**src/rtl/i2c_pkg.sv**
```systemverilog
// -----------------------------------------------------------------------------
// i2c_pkg
//   Shared types and constants for the I2C responder (i2c_slave) and its bus
//   front end (i2c_bus_sync).
//   Contents:
//     state_t      responder FSM states
//     I2C_ACK      SDA level of an acknowledge
//     I2C_NACK     SDA level of a not-acknowledge
//     I2C_RW_READ  R/W bit value selecting a read transfer
// -----------------------------------------------------------------------------
package i2c_pkg;

  typedef enum logic [2:0] {
    IDLE,
    ADDR,
    ADDR_ACK,
    WR_DATA,
    WR_ACK,
    RD_DATA,
    RD_ACK,
    WAIT_STOP
  } state_t;

  localparam logic I2C_ACK     = 1'b0;
  localparam logic I2C_NACK    = 1'b1;
  localparam logic I2C_RW_READ = 1'b1;

endpackage

```
**src/rtl/i2c_bus_sync.sv**
```systemverilog
// -----------------------------------------------------------------------------
// i2c_bus_sync
//   Brings SCL/SDA into the clk domain and decodes bus events.
//   Parameters:
//     SYNC_STAGES  synchroniser depth (>= 2)
//   Ports:
//     clk_i        system clock
//     rst_i        asynchronous active-high reset
//     scl_i        raw SCL
//     sda_i        raw SDA (wire level)
//     scl_rise_o   1-clk pulse, synced SCL 0->1
//     scl_fall_o   1-clk pulse, synced SCL 1->0
//     start_det_o  1-clk pulse, SDA 1->0 while SCL high
//     stop_det_o   1-clk pulse, SDA 0->1 while SCL high
//     sda_s_o      synchronised SDA level
// -----------------------------------------------------------------------------
module i2c_bus_sync #(
  parameter int SYNC_STAGES = 2
) (
  input  logic clk_i,
  input  logic rst_i,
  input  logic scl_i,
  input  logic sda_i,
  output logic scl_rise_o,
  output logic scl_fall_o,
  output logic start_det_o,
  output logic stop_det_o,
  output logic sda_s_o
);

  logic [SYNC_STAGES-1:0] scl_sync_q;
  logic [SYNC_STAGES-1:0] sda_sync_q;
  logic                   scl_dly_q;
  logic                   sda_dly_q;
  logic                   scl_s;
  logic                   sda_s;

  // Reset to the idle bus level (both lines high) so that leaving reset
  // never fabricates a START or STOP.
  always_ff @(posedge clk_i or posedge rst_i) begin
    if (rst_i) begin
      scl_sync_q <= '1;
      sda_sync_q <= '1;
      scl_dly_q  <= 1'b1;
      sda_dly_q  <= 1'b1;
    end else begin
      scl_sync_q <= {scl_sync_q[SYNC_STAGES-2:0], scl_i};
      sda_sync_q <= {sda_sync_q[SYNC_STAGES-2:0], sda_i};
      scl_dly_q  <= scl_s;
      sda_dly_q  <= sda_s;
    end
  end

  assign scl_s = scl_sync_q[SYNC_STAGES-1];
  assign sda_s = sda_sync_q[SYNC_STAGES-1];

  assign scl_rise_o  = scl_s & ~scl_dly_q;
  assign scl_fall_o  = ~scl_s & scl_dly_q;
  // SCL must be high on both sides of the SDA transition.
  assign start_det_o = scl_s & scl_dly_q & sda_dly_q & ~sda_s;
  assign stop_det_o  = scl_s & scl_dly_q & ~sda_dly_q & sda_s;
  assign sda_s_o     = sda_s;

endmodule

```
**src/rtl/i2c_slave.sv**
```systemverilog
// -----------------------------------------------------------------------------
// i2c_slave
//   I2C responder: detects START/STOP, matches a 7-bit address, ACKs,
//   receives write bytes and transmits read bytes on a wired-AND SDA.
//   Parameters:
//     SLV_ADDR     7-bit address answered
//     SYNC_STAGES  synchroniser depth for SCL/SDA (>= 2)
//   Ports:
//     clk        system clock
//     rst        asynchronous active-high reset
//     SCL        bus clock from the master
//     iSDA       SDA as seen on the wire
//     oSDA       SDA drive: 1 = released, 0 = pull low
//     DataIn     byte to transmit, captured when DataReq pulses
//     DataOut    last byte received on a write
//     DataValid  1-clk pulse, DataOut updated
//     DataReq    1-clk pulse, DataIn captured into the TX shifter
//     Busy       high while addressed (ACK slot through read ACK)
// -----------------------------------------------------------------------------
module i2c_slave #(
  parameter logic [6:0] SLV_ADDR    = 7'h2A,
  parameter int         SYNC_STAGES = 2
) (
  input  logic       clk,
  input  logic       rst,
  input  logic       SCL,
  input  logic       iSDA,
  output logic       oSDA,
  input  logic [7:0] DataIn,
  output logic [7:0] DataOut,
  output logic       DataValid,
  output logic       DataReq,
  output logic       Busy
);

  import i2c_pkg::*;

  logic scl_rise, scl_fall, start_det, stop_det, sda_s;

  i2c_bus_sync #(
    .SYNC_STAGES(SYNC_STAGES)
  ) u_sync (
    .clk_i       (clk),
    .rst_i       (rst),
    .scl_i       (SCL),
    .sda_i       (iSDA),
    .scl_rise_o  (scl_rise),
    .scl_fall_o  (scl_fall),
    .start_det_o (start_det),
    .stop_det_o  (stop_det),
    .sda_s_o     (sda_s)
  );

  state_t      state_q, state_d;
  logic [2:0]  cnt_q, cnt_d;
  logic [6:0]  rx_q, rx_d;      // previously received bits of the current byte
  logic [6:0]  tx_q, tx_d;      // remaining bits 6..0 of the byte being sent
  logic        rw_q, rw_d;
  logic        phase_q, phase_d; // ACK slot: drive pending / master ACK seen
  logic        sda_q, sda_d;
  logic [7:0]  dout_q, dout_d;
  logic        dv_q, dv_d;
  logic        req_q, req_d;
  logic [7:0]  rx_next;

  always_ff @(posedge clk or posedge rst) begin
    if (rst) begin
      state_q <= IDLE;
      cnt_q   <= '0;
      rx_q    <= '0;
      tx_q    <= '0;
      rw_q    <= 1'b0;
      phase_q <= 1'b0;
      sda_q   <= 1'b1;
      dout_q  <= '0;
      dv_q    <= 1'b0;
      req_q   <= 1'b0;
    end else begin
      state_q <= state_d;
      cnt_q   <= cnt_d;
      rx_q    <= rx_d;
      tx_q    <= tx_d;
      rw_q    <= rw_d;
      phase_q <= phase_d;
      sda_q   <= sda_d;
      dout_q  <= dout_d;
      dv_q    <= dv_d;
      req_q   <= req_d;
    end
  end

  always_comb begin
    state_d = state_q;
    cnt_d   = cnt_q;
    rx_d    = rx_q;
    tx_d    = tx_q;
    rw_d    = rw_q;
    phase_d = phase_q;
    sda_d   = sda_q;
    dout_d  = dout_q;
    dv_d    = 1'b0;
    req_d   = 1'b0;
    rx_next = {rx_q, sda_s};

    // Bus conditions pre-empt any bit activity in the same clk.
    if (stop_det) begin
      state_d = IDLE;
      cnt_d   = '0;
      phase_d = 1'b0;
      sda_d   = 1'b1;
    end else if (start_det) begin
      state_d = ADDR;
      cnt_d   = '0;
      phase_d = 1'b0;
      sda_d   = 1'b1;
    end else begin
      case (state_q)
        IDLE: sda_d = 1'b1;

        ADDR: if (scl_rise) begin
          rx_d  = rx_next[6:0];
          cnt_d = cnt_q + 3'd1;
          if (cnt_q == 3'd7) begin
            rw_d    = sda_s;
            phase_d = 1'b0;
            state_d = (rx_next[7:1] == SLV_ADDR) ? ADDR_ACK : WAIT_STOP;
          end
        end

        // First fall opens the ACK slot, second fall closes it.
        ADDR_ACK, WR_ACK: if (scl_fall) begin
          if (!phase_q) begin
            sda_d   = I2C_ACK;
            phase_d = 1'b1;
          end else begin
            phase_d = 1'b0;
            cnt_d   = '0;
            if (state_q == ADDR_ACK && rw_q == I2C_RW_READ) begin
              tx_d    = DataIn[6:0];
              req_d   = 1'b1;
              sda_d   = DataIn[7];
              state_d = RD_DATA;
            end else begin
              sda_d   = 1'b1;
              state_d = WR_DATA;
            end
          end
        end

        WR_DATA: if (scl_rise) begin
          rx_d  = rx_next[6:0];
          cnt_d = cnt_q + 3'd1;
          if (cnt_q == 3'd7) begin
            dout_d  = rx_next;
            dv_d    = 1'b1;
            state_d = WR_ACK;
          end
        end

        // Bit 7 is already on the wire on entry; each fall advances one bit
        // and the fall ending bit 0 releases SDA for the master's ACK.
        RD_DATA: if (scl_fall) begin
          cnt_d = cnt_q + 3'd1;
          if (cnt_q == 3'd7) begin
            sda_d   = 1'b1;
            phase_d = 1'b0;
            state_d = RD_ACK;
          end else begin
            sda_d = tx_q[6];
            tx_d  = {tx_q[5:0], 1'b0};
          end
        end

        RD_ACK: begin
          if (scl_rise) begin
            if (sda_s == I2C_NACK) state_d = WAIT_STOP;
            else                   phase_d = 1'b1;
          end else if (scl_fall && phase_q) begin
            phase_d = 1'b0;
            cnt_d   = '0;
            tx_d    = DataIn[6:0];
            req_d   = 1'b1;
            sda_d   = DataIn[7];
            state_d = RD_DATA;
          end
        end

        WAIT_STOP: sda_d = 1'b1;

        default: begin
          state_d = IDLE;
          sda_d   = 1'b1;
        end
      endcase
    end
  end

  assign oSDA      = sda_q;
  assign DataOut   = dout_q;
  assign DataValid = dv_q;
  assign DataReq   = req_q;
  assign Busy      = (state_q == ADDR_ACK) || (state_q == WR_DATA) ||
                     (state_q == WR_ACK)   || (state_q == RD_DATA) ||
                     (state_q == RD_ACK);

endmodule

```
**config.mk**
```make
export PLATFORM = sky130hd
export DESIGN_NAME = i2c_slave
export DESIGN_NICKNAME = d
export VERILOG_FILES = /design/src/rtl/i2c_pkg.sv /design/src/rtl/i2c_bus_sync.sv /design/src/rtl/i2c_slave.sv
export SDC_FILE = /design/constraint.sdc
export NUM_CORES = 1
export LEC_CHECK = 0
export ABC_CLOCK_PERIOD_IN_PS = 2100
export CAP_MARGIN = 20
export CELL_PAD_IN_SITES_DETAIL_PLACEMENT = 1
export CELL_PAD_IN_SITES_GLOBAL_PLACEMENT = 2
export CORE_UTILIZATION = 37
export CTS_CLUSTER_DIAMETER = 60
export CTS_CLUSTER_SIZE = 20
export DETAILED_ROUTE_END_ITERATION = 12
export GPL_TIMING_DRIVEN = 0
export PLACE_DENSITY = 0.74
export SYNTH_ARGS = -nofsm -noshare
export SYNTH_HDL_FRONTEND = slang
export SYNTH_SLANG_ARGS = --single-unit
```
**constraint.sdc**
```tcl
create_clock -name clk -period 2.1 [get_ports clk]
set_input_delay 0.21 -clock clk [delete_from_list [all_inputs] [get_ports clk]]
set_output_delay 0.21 -clock clk [all_outputs]
set_load 0.02 [all_outputs]
```
## Yosys cells after proc, flatten, opt, wreduce, memory -nomap -nowiden

Index checks and enable logic that the tools add are counted.
W data, S select, Z words.

| storage, ports and cells | value |
|---|---|
| input bits | 12 |
| output and inout port bits | 12 |
| word-level logic and storage cells | 148 |
| register bits after elaboration | 39 |

| cells by class | value |
|---|---|
| reductions and logical operators | 23 |
| add/subtract/negate cells | 1 |
| eq/ne operators | 30 |
| mux-type cells | 67 |
| bitwise logic cells | 13 |

Operator list:

| operator | count |
|---|---|
| $mux W3 | 23 |
| $mux W7 | 7 |
| $ne A4 B4 Y1 const B | 10 |
| $mux W1 | 31 |
| $pmux W7 S3 | 1 |
| $reduce_bool A6 Y1 | 3 |
| $eq A3 B3 Y1 const B | 5 |
| $pmux W3 S5 | 1 |
| $reduce_and A5 Y1 | 3 |
| $ne A2 B2 Y1 const B | 7 |
| $pmux W3 S4 | 1 |
| $reduce_and A11 Y1 | 1 |
| $ne A5 B5 Y1 const B | 2 |
| $reduce_and A10 Y1 | 1 |
| $pmux W1 S4 | 2 |
| $and A1 B1 Y1 | 7 |
| $eq A7 B6 Y1 const B | 1 |
| $reduce_and A7 Y1 | 1 |
| $reduce_bool A7 Y1 | 1 |
| $eq A3 B2 Y1 const B | 2 |
| $not A1 Y1 | 6 |
| $reduce_and A6 Y1 | 1 |
| $reduce_or A2 Y1 | 3 |
| $ne A5 B4 Y1 const B | 1 |
| other kinds (9) | 13 |

## Depth between registers and ports, before layout

Gate-level depths: netlist of the first run.

| depth | value |
|---|---|
| depth in word-level cells | 8 |
| depth in mapped cells | 7 |
| mapped depth without buffers | 7 |

## Modules after synthesis

Synthesis of the first run repeated with hierarchy kept, for this count alone.

| unflattened totals | value |
|---|---|
| cells, all modules | 178 |
| area, all modules | 2,118.3 um^2 |

Modules (own cells, without submodules):

| module | cells an instance | instances | area an instance (um^2) | sequential area each (um^2) |
|---|---|---|---|---|
| i2c_slave | 167 | 1 | 1,924.3 | 827.0 |
| i2c_bus_sync | 11 | 1 | 193.9 | 157.7 |

## Worst setup path after synthesis of the first run

Ideal clock, no wire load.

| timing path | value |
|---|---|
| path type | register -> register |
| start point | register u_sync.scl_sync_q[1] |
| end point | register state_q[0] |
| clock period less this slack | 1.861 ns |
| required time | 1.975 ns |
| library setup time | 0.125 ns |
| cell stages (with the launch flop) | 7 |
| setup slack | 0.239 ns |
| path buffers | 1 |
| arrival | 1.736 ns |
| cells stage by stage | dfstp_2 -> nor2b_1 -> buf_6 -> a2111oi_4 -> nor4_2 -> a21oi_2 -> mux2_2 |

| between the ends | value |
|---|---|
| longest elaborated chain between the ends | 5 |
| elaborated cells between the ends (all ways) | 25 |
| those cells by class | eq/ne (10); mux (4); bitwise (8); reduce/logical (3) |

RTL lines:

| what | line | RTL |
|---|---|---|
| start: declaration | i2c_bus_sync.sv:31 | `logic [SYNC_STAGES-1:0] scl_sync_q;` |
| start signal: assignment | i2c_bus_sync.sv:47 | `scl_sync_q <= {scl_sync_q[SYNC_STAGES-2:0], scl_i};` |
| $and A1 B1 Y1, or another cell as far along | i2c_bus_sync.sv:60, i2c_bus_sync.sv:61 |  |
| $and A1 B1 Y1, or another cell as far along (2 in series) | i2c_bus_sync.sv:60 | `assign start_det_o = scl_s & scl_dly_q & sda_dly_q & ~sda_s;` |
| $ne A5 B4 Y1 (no line), or another cell as far along | n/a |  |
| $reduce_and A11 Y1 (no line) or $mux W3 (tied branches) | n/a |  |
| end signal: assignment | i2c_slave.sv:79 | `state_q <= state_d;` |
| end: declaration | i2c_slave.sv:54 | `state_t state_q, state_d;` |

Several ways; a longest one is shown, not always the timed one.
A chain may end at the register's enable or synchronous reset.

## Final worst setup path of the first run

Ends and elaborated chain as after synthesis.

==> results of run 1 <==
[critical path: cells and delay by family (launching register included)]
| family | cells | cell delay (ns) |
|---|---|---|
| AOI/OAI and AO/OA | 2 | 0.59 |
| buffers and inverters | 1 | 0.14 |
| DFF | 1 | 0.62 |
| and+or+nand+nor | 2 | 0.17 |
| muxes | 1 | 0.37 |
[cell usage after synthesis (2+ instances only)]
cell type  count  area [µm²]
a21oi_1        6        30.0
a31oi_1        3        18.8
and2_1         2        12.5
and3b_2        2        20.0
buf_4          2        15.0
clkbuf_8       4        55.1
dfrtp_1       32         801
dfstp_2        7         184
ha_1           2        25.0
inv_1          9        33.8
mux2_2        28         315
mux2i_1        6        60.1
nand2_1       10        37.5
nand2b_1       2        12.5
nand3_1        3        15.0
nand4_1        2        12.5
nor2_1         4        15.0
nor2b_1        5        31.3
nor3_1         2        10.0
nor4_1         2        12.5
o21ai_0       11        55.1
o221ai_1       2        17.5
[final cells by class]
class	count	area (µm²)	area share, %
Clock inverter	2	35.0	1.39
Buffer	7	81.3	3.24
Tap cell	70	87.6	3.48
Inverter	9	33.8	1.34
Clock buffer	6	82.6	3.29
Multi-Input combinational cell	118	972	38.7
Sequential cell	39	985	39.2
Timing Repair Buffer	24	236	9.41
[timing repair]
item / CTS / global route
endpoints found under the hold margin: 0 / 0
gates resized for setup: 1 / 1
pin swaps: 0 / 1
setup buffers: 0 / 1
setup endpoints to repair: 1 / 2
[power by group]
group	internal [mW]	switching [mW]	total, mW
logic	0.617	0.662	1.28
clock network	0.384	0.263	0.647
registers	0.946	0.178	1.12
[cells by family after synthesis]
kind of cell,after synthesis
compound gates,34
mux,34
simple gates,47
xor+xnor,1
flops,39
fa+ha+maj,2
buf+inv,16
[worst min-delay path by stage]
stage | end | slack (ns) | cells past startpoint
floorplan | u_sync.scl_sync_q[0]$_DFF_PP1_ | 0.21 | 0
global placement | u_sync.sda_sync_q[1]$_DFF_PP1_ | 0.35 | 0
detailed placement | u_sync.sda_sync_q[1]$_DFF_PP1_ | 0.35 | 0
CTS | u_sync.scl_sync_q[0]$_DFF_PP1_ | 0.31 | 1
global route | u_sync.sda_sync_q[0]$_DFF_PP1_ | 0.31 | 1
finish | u_sync.scl_sync_q[0]$_DFF_PP1_ | 0.32 | 1
[per-layer routing]
layer  vias to the layer above  GRT usage (%)  share of wire (%)
met2                        32           29.3                 49
met3                        11           4.64                3.9
met4                         0           8.08                2.2
li1                        690              -                  -
met5                         -              0                  0
met1                       773           22.9                 45
[registers in the layout, indices dropped and copies added, names as in the netlist, 2 cells and up]
name               count
u_sync.scl_sync_q      2
u_sync.sda_sync_q      2
DataOut                8
tx_q                   7
cnt_q                  3
rx_q                   7
state_q                3
==> flow_summary.toml, run 1 <==
[status]
status = "finished clean"

[synth]
synth-simple-area-share_pct = 14.5
synth_seq_cells = 39
synth_xor_area_share_pct = 0.423
synth_edf_count = 0
synth_fp_nets = 187
async_reset_ff_share_pct = 100
synth_top_family_by_area = "multiplexers"
synthAdderAreaFrac_pct = 1.21
muxShareOfSynthArea_pct = 18.1
synth_ff_type = "dfrtp_1"
synth_warnings = 0
syn_avg_cell_area_um2 = 12.0
yosysUniqueCellTypes = 49
synthesis.area_mm2 = 0.00207
synth_compound_area_share_pct = 12.6
yosysSeqAreaShare_pct = 47.6
postSynthCellCount = 173

[floorplanning]
row_count = 26
design.die.area_mm2 = 0.00590
core_mm2 = 0.00524
start_util_pct = 39.5
die_x_um = 76.8
io_pins = 24
die_h_um = 76.8

[cells_and_area]
syn2layout_area_growth_pct = 21.5
diodes = 0
layout.nets = 218
layout_common_cells = "dfrtp_1, mux2_2, clkdlybuf4s50_1"
fillers = 561
utilization_pct = 48.0
fin_area_mm2 = 0.00251
final_common_cell = "dfrtp_1"
layoutNonFillerInstCount = 275
drive_gt1_share_pct = 33.2

[setup_path]
crit_start = "u_sync.scl_sync_q[1]$_DFF_PP1_"
startpoint_type = "register"
cp_max_fo = 9
r2r_start = "u_sync.scl_sync_q[1]$_DFF_PP1_"
critical_path_class = "register to register"
timing.rr.end = "state_q[0]$_DFFE_PP0P_"
critPathCaptureType = "register"
slowest_delay_ns = 0.62
cp_slowest_cell = "dfstp_2"
crit_end = "state_q[0]$_DFFE_PP0P_"
path_cells = "nor2b_1 > buf_6 > a2111oi_4 > nor4_2 > a21oi_2 > mux2_2"
r2r_cells = 6
rrSetupSlack_ns = 0.09
required_ns = 2.28
arrival_ns = 2.19

[timing]
fin_ws_ns = 0.0874
final-hold-violation-count = 0
slew_viol_final = 0
slew_headroom_pct = 46.1
fmax_mhz = 497
rsz0062_at_grt = "false"
setup_viol = 0
finClkSkew_ns = 0.00435
setup_tns_ns = 0
min_period_ns = 2.01
holdWs_ns = 0.322
tightest_slew_ns = 0.808
period_share_pct = 95.8

[global_route]
grt-ovfl-total = 0
grt_usage_pct = 18.2
antenna_found_initial = 0
grt_max_degree = 40
grt_pass1_vias = 1638
grt_pass1_wl_um = 8290

[power]
p_per_area_mw_per_mm2 = 1210
irDropWorstVdd_uv = 488
power_mw = 3.05
p_leak_nw = 1.09

[cts]
cts-htree-levels = 2
cts_tree = "done"
clock_sinks = 39
insertion_delay_ns = 0.29
numCtsBuffers = 5
ctsRootBufferMaster = "clkbuf_8"
path_clk_slew_ns = 0.08
cts-hold-fix-buffers = 0
clockBufferDepth = 2

[place]
post-dp-hpwl_um = 3550
port_buffers = 23
dp_cells = 266
pre_cts_ws_ns = 0.0506
place_congestion = 0.856
post_dp_cell_area_mm2 = 0.00239

[detailed_routing]
drc = 0
wirelength_um = 4910
wire_per_inst_um = 17.8
drt-pass1-iter-count = 4
detail-route-antenna-nets = 0
vias = 1506
first_iter_violations = 38
viasPerCell = 5.48

[flow_run]
maxCapViolCount = 0

[hold_path]
hp-start = "SCL"
min_path_type = "input port to register"
Power figures use the tool's default switching activity.
==> run 2: changes to the inputs <==
--- a/config.mk
+++ b/config.mk
@@ -9,6 +9,7 @@
 export CAP_MARGIN = 20
 export CELL_PAD_IN_SITES_DETAIL_PLACEMENT = 1
 export CELL_PAD_IN_SITES_GLOBAL_PLACEMENT = 2
+export CORE_MARGIN = 2
 export CORE_UTILIZATION = 37
 export CTS_CLUSTER_DIAMETER = 60
 export CTS_CLUSTER_SIZE = 20
==> run 2 against run 1 <==
Net effect:
- clock skew rose by 0.0028 ns
- critical path depth is 1 lower
- first-iteration DRC count grew 130%
- total power decreased by 2.0%
- worst hold slack better by 0.0070 ns
- highest routed layer unchanged
==> flow_summary.toml, run 2 (synthesis results as in run 1) <==
[setup_path]
rrSetupSlack_ns = 0.09
critPathBufInv = 1
critical_path_class = "register to register"
path_cells = "buf_4 > nor3_1 > nor4_2 > a21oi_2 > mux2_2"
r2r_start = "state_q[2]$_DFFE_PP0P_"
crit_start = "state_q[2]$_DFFE_PP0P_"
critPathTopFamily = "simple AND/OR/NAND/NOR gates"
critPathCaptureType = "register"
r2r_cells = 5
cp_slowest_cell = "dfrtp_1"
crit_end = "state_q[1]$_DFFE_PP0P_"
required_ns = 2.27
slowest_delay_ns = 0.47
cp_num_cells = 5
arrival_ns = 2.18
timing.rr.end = "state_q[1]$_DFFE_PP0P_"
startpoint_type = "register"
cp_max_fo = 10

[timing]
period_share_pct = 95.5
min_period_ns = 2.01
setup_viol = 0
finClkSkew_ns = 0.00713
slew_headroom_pct = 44.1
slew_viol_final = 0
tightest_slew_ns = 0.837
final-hold-violation-count = 0
fmax_mhz = 499

[cells_and_area]
layout.nets = 218
final_common_cell = "dfrtp_1"
fillers = 591
syn2layout_area_growth_pct = 21.2
layout_common_cells = "dfrtp_1, mux2_2, clkdlybuf4s50_1"
diodes = 0
largest_reg_flops = 8
seqCellArea_um2 = 985
fin_area_mm2 = 0.00251
layoutNonFillerInstCount = 277
drive_gt1_share_pct = 32.7
multi_input_area_um2 = 972

[detailed_routing]
viasPerCell = 5.31
vias = 1472
detail-route-antenna-nets = 0
wire_per_inst_um = 17.1
drt-pass1-iter-count = 4
drc = 0
wirelength_um = 4730
first_iter_violations = 88

[cts]
insertion_delay_ns = 0.29
cts-htree-levels = 2
cts_tree = "done"
clock_sinks = 39
ctsRootBufferMaster = "clkbuf_8"
numCtsBuffers = 5
clockBufferDepth = 2
cts-hold-fix-buffers = 0
path_clk_slew_ns = 0.07

[floorplanning]
die_h_um = 78.8
row_count = 27
design.die.area_mm2 = 0.00621
core_mm2 = 0.00544
io_pins = 24
die_x_um = 78.8
start_util_pct = 38.0

[place]
dp_cells = 268
port_buffers = 23
place_congestion = 0.799
post-dp-hpwl_um = 3440
post_dp_cell_area_mm2 = 0.00239

[status]
status = "finished clean"

[power]
p_leak_nw = 1.08
irDropWorstVdd_uv = 445
p_per_area_mw_per_mm2 = 1190

[hold_path]
min_path_type = "input port to register"

[global_route]
grt_pass1_wl_um = 8060
grt_max_degree = 40
grt_pass1_vias = 1603
antenna_found_initial = 0
grt-ovfl-total = 0
grt_usage_pct = 16.7

[flow_run]
maxCapViolCount = 0
[run 2: changes by cell type in the layout (fill, tap and decap cells not counted), sizes merged]
cell	change
clkinv	-1
clkinvlp	+1
[run 2: power by group]
part | leakage (nW) | internal (mW) | total [mW] | switching, mW
registers | 0.491 | 0.946 | 1.12 | 0.175
clock network | 0.0514 | 0.354 | 0.618 | 0.264
logic | 0.542 | 0.608 | 1.25 | 0.642
[run 2: final cells by class]
cell class / instances / area share (%)
Buffer: 7 / 3.24
Tap cell: 72 / 3.59
Clock buffer: 6 / 2.89
Multi-Input combinational cell: 118 / 38.8
Sequential cell: 39 / 39.3
Timing Repair Buffer: 24 / 9.43
Clock inverter: 2 / 1.50
Inverter: 9 / 1.35
[run 2: what timing repair did]
item                                    in CTS  in global routing
pin swaps                                    0                  1
setup buffers                                0                  1
resized for setup                            1                  1
endpoints found under the setup margin       1                  2
[run 2: worst min-delay path by stage]
stage                                   start                        endpoint  slack (ns)  depth (start not counted)
6_report                                  SCL  u_sync.scl_sync_q[0]$_DFF_PP1_        0.33                          1
5_1_grt                                  iSDA  u_sync.sda_sync_q[0]$_DFF_PP1_        0.33                          1
4_1_cts                                   SCL  u_sync.scl_sync_q[0]$_DFF_PP1_        0.32                          1
3_5_place_dp   u_sync.scl_sync_q[0]$_DFF_PP1_  u_sync.scl_sync_q[1]$_DFF_PP1_        0.35                          0
3_3_place_gp   u_sync.scl_sync_q[0]$_DFF_PP1_  u_sync.scl_sync_q[1]$_DFF_PP1_        0.35                          0
2_1_floorplan                             SCL  u_sync.scl_sync_q[0]$_DFF_PP1_        0.21                          0
[run 2: through the flow]
step / hold slack [ns] / worst slack (ns) / setup TNS [ns] / power, mW / util, %
global placement: 0.346 / 0.101 / 0 / 2.34 / 43.9
global route: 0.331 / -0.00126 / -0.00126 / 3.20 / 46.1
finish: 0.329 / 0.0949 / 0 / 2.99 / 46.1
floorplan: 0.214 / 0.239 / 0 / 2.05 / -
detailed placement: 0.347 / 0.0440 / 0 / 2.40 / 43.9
CTS: 0.319 / 0.0198 / 0 / 3.02 / 45.9
[run 2: layer usage]
metal	up-vias	track usage (%)	routed length [µm]
li1	689	-	-
met1	741	21.8	2130
met2	33	27.4	2340
met3	9	3.41	175
met4	0	6.49	87
met5	-	0	0
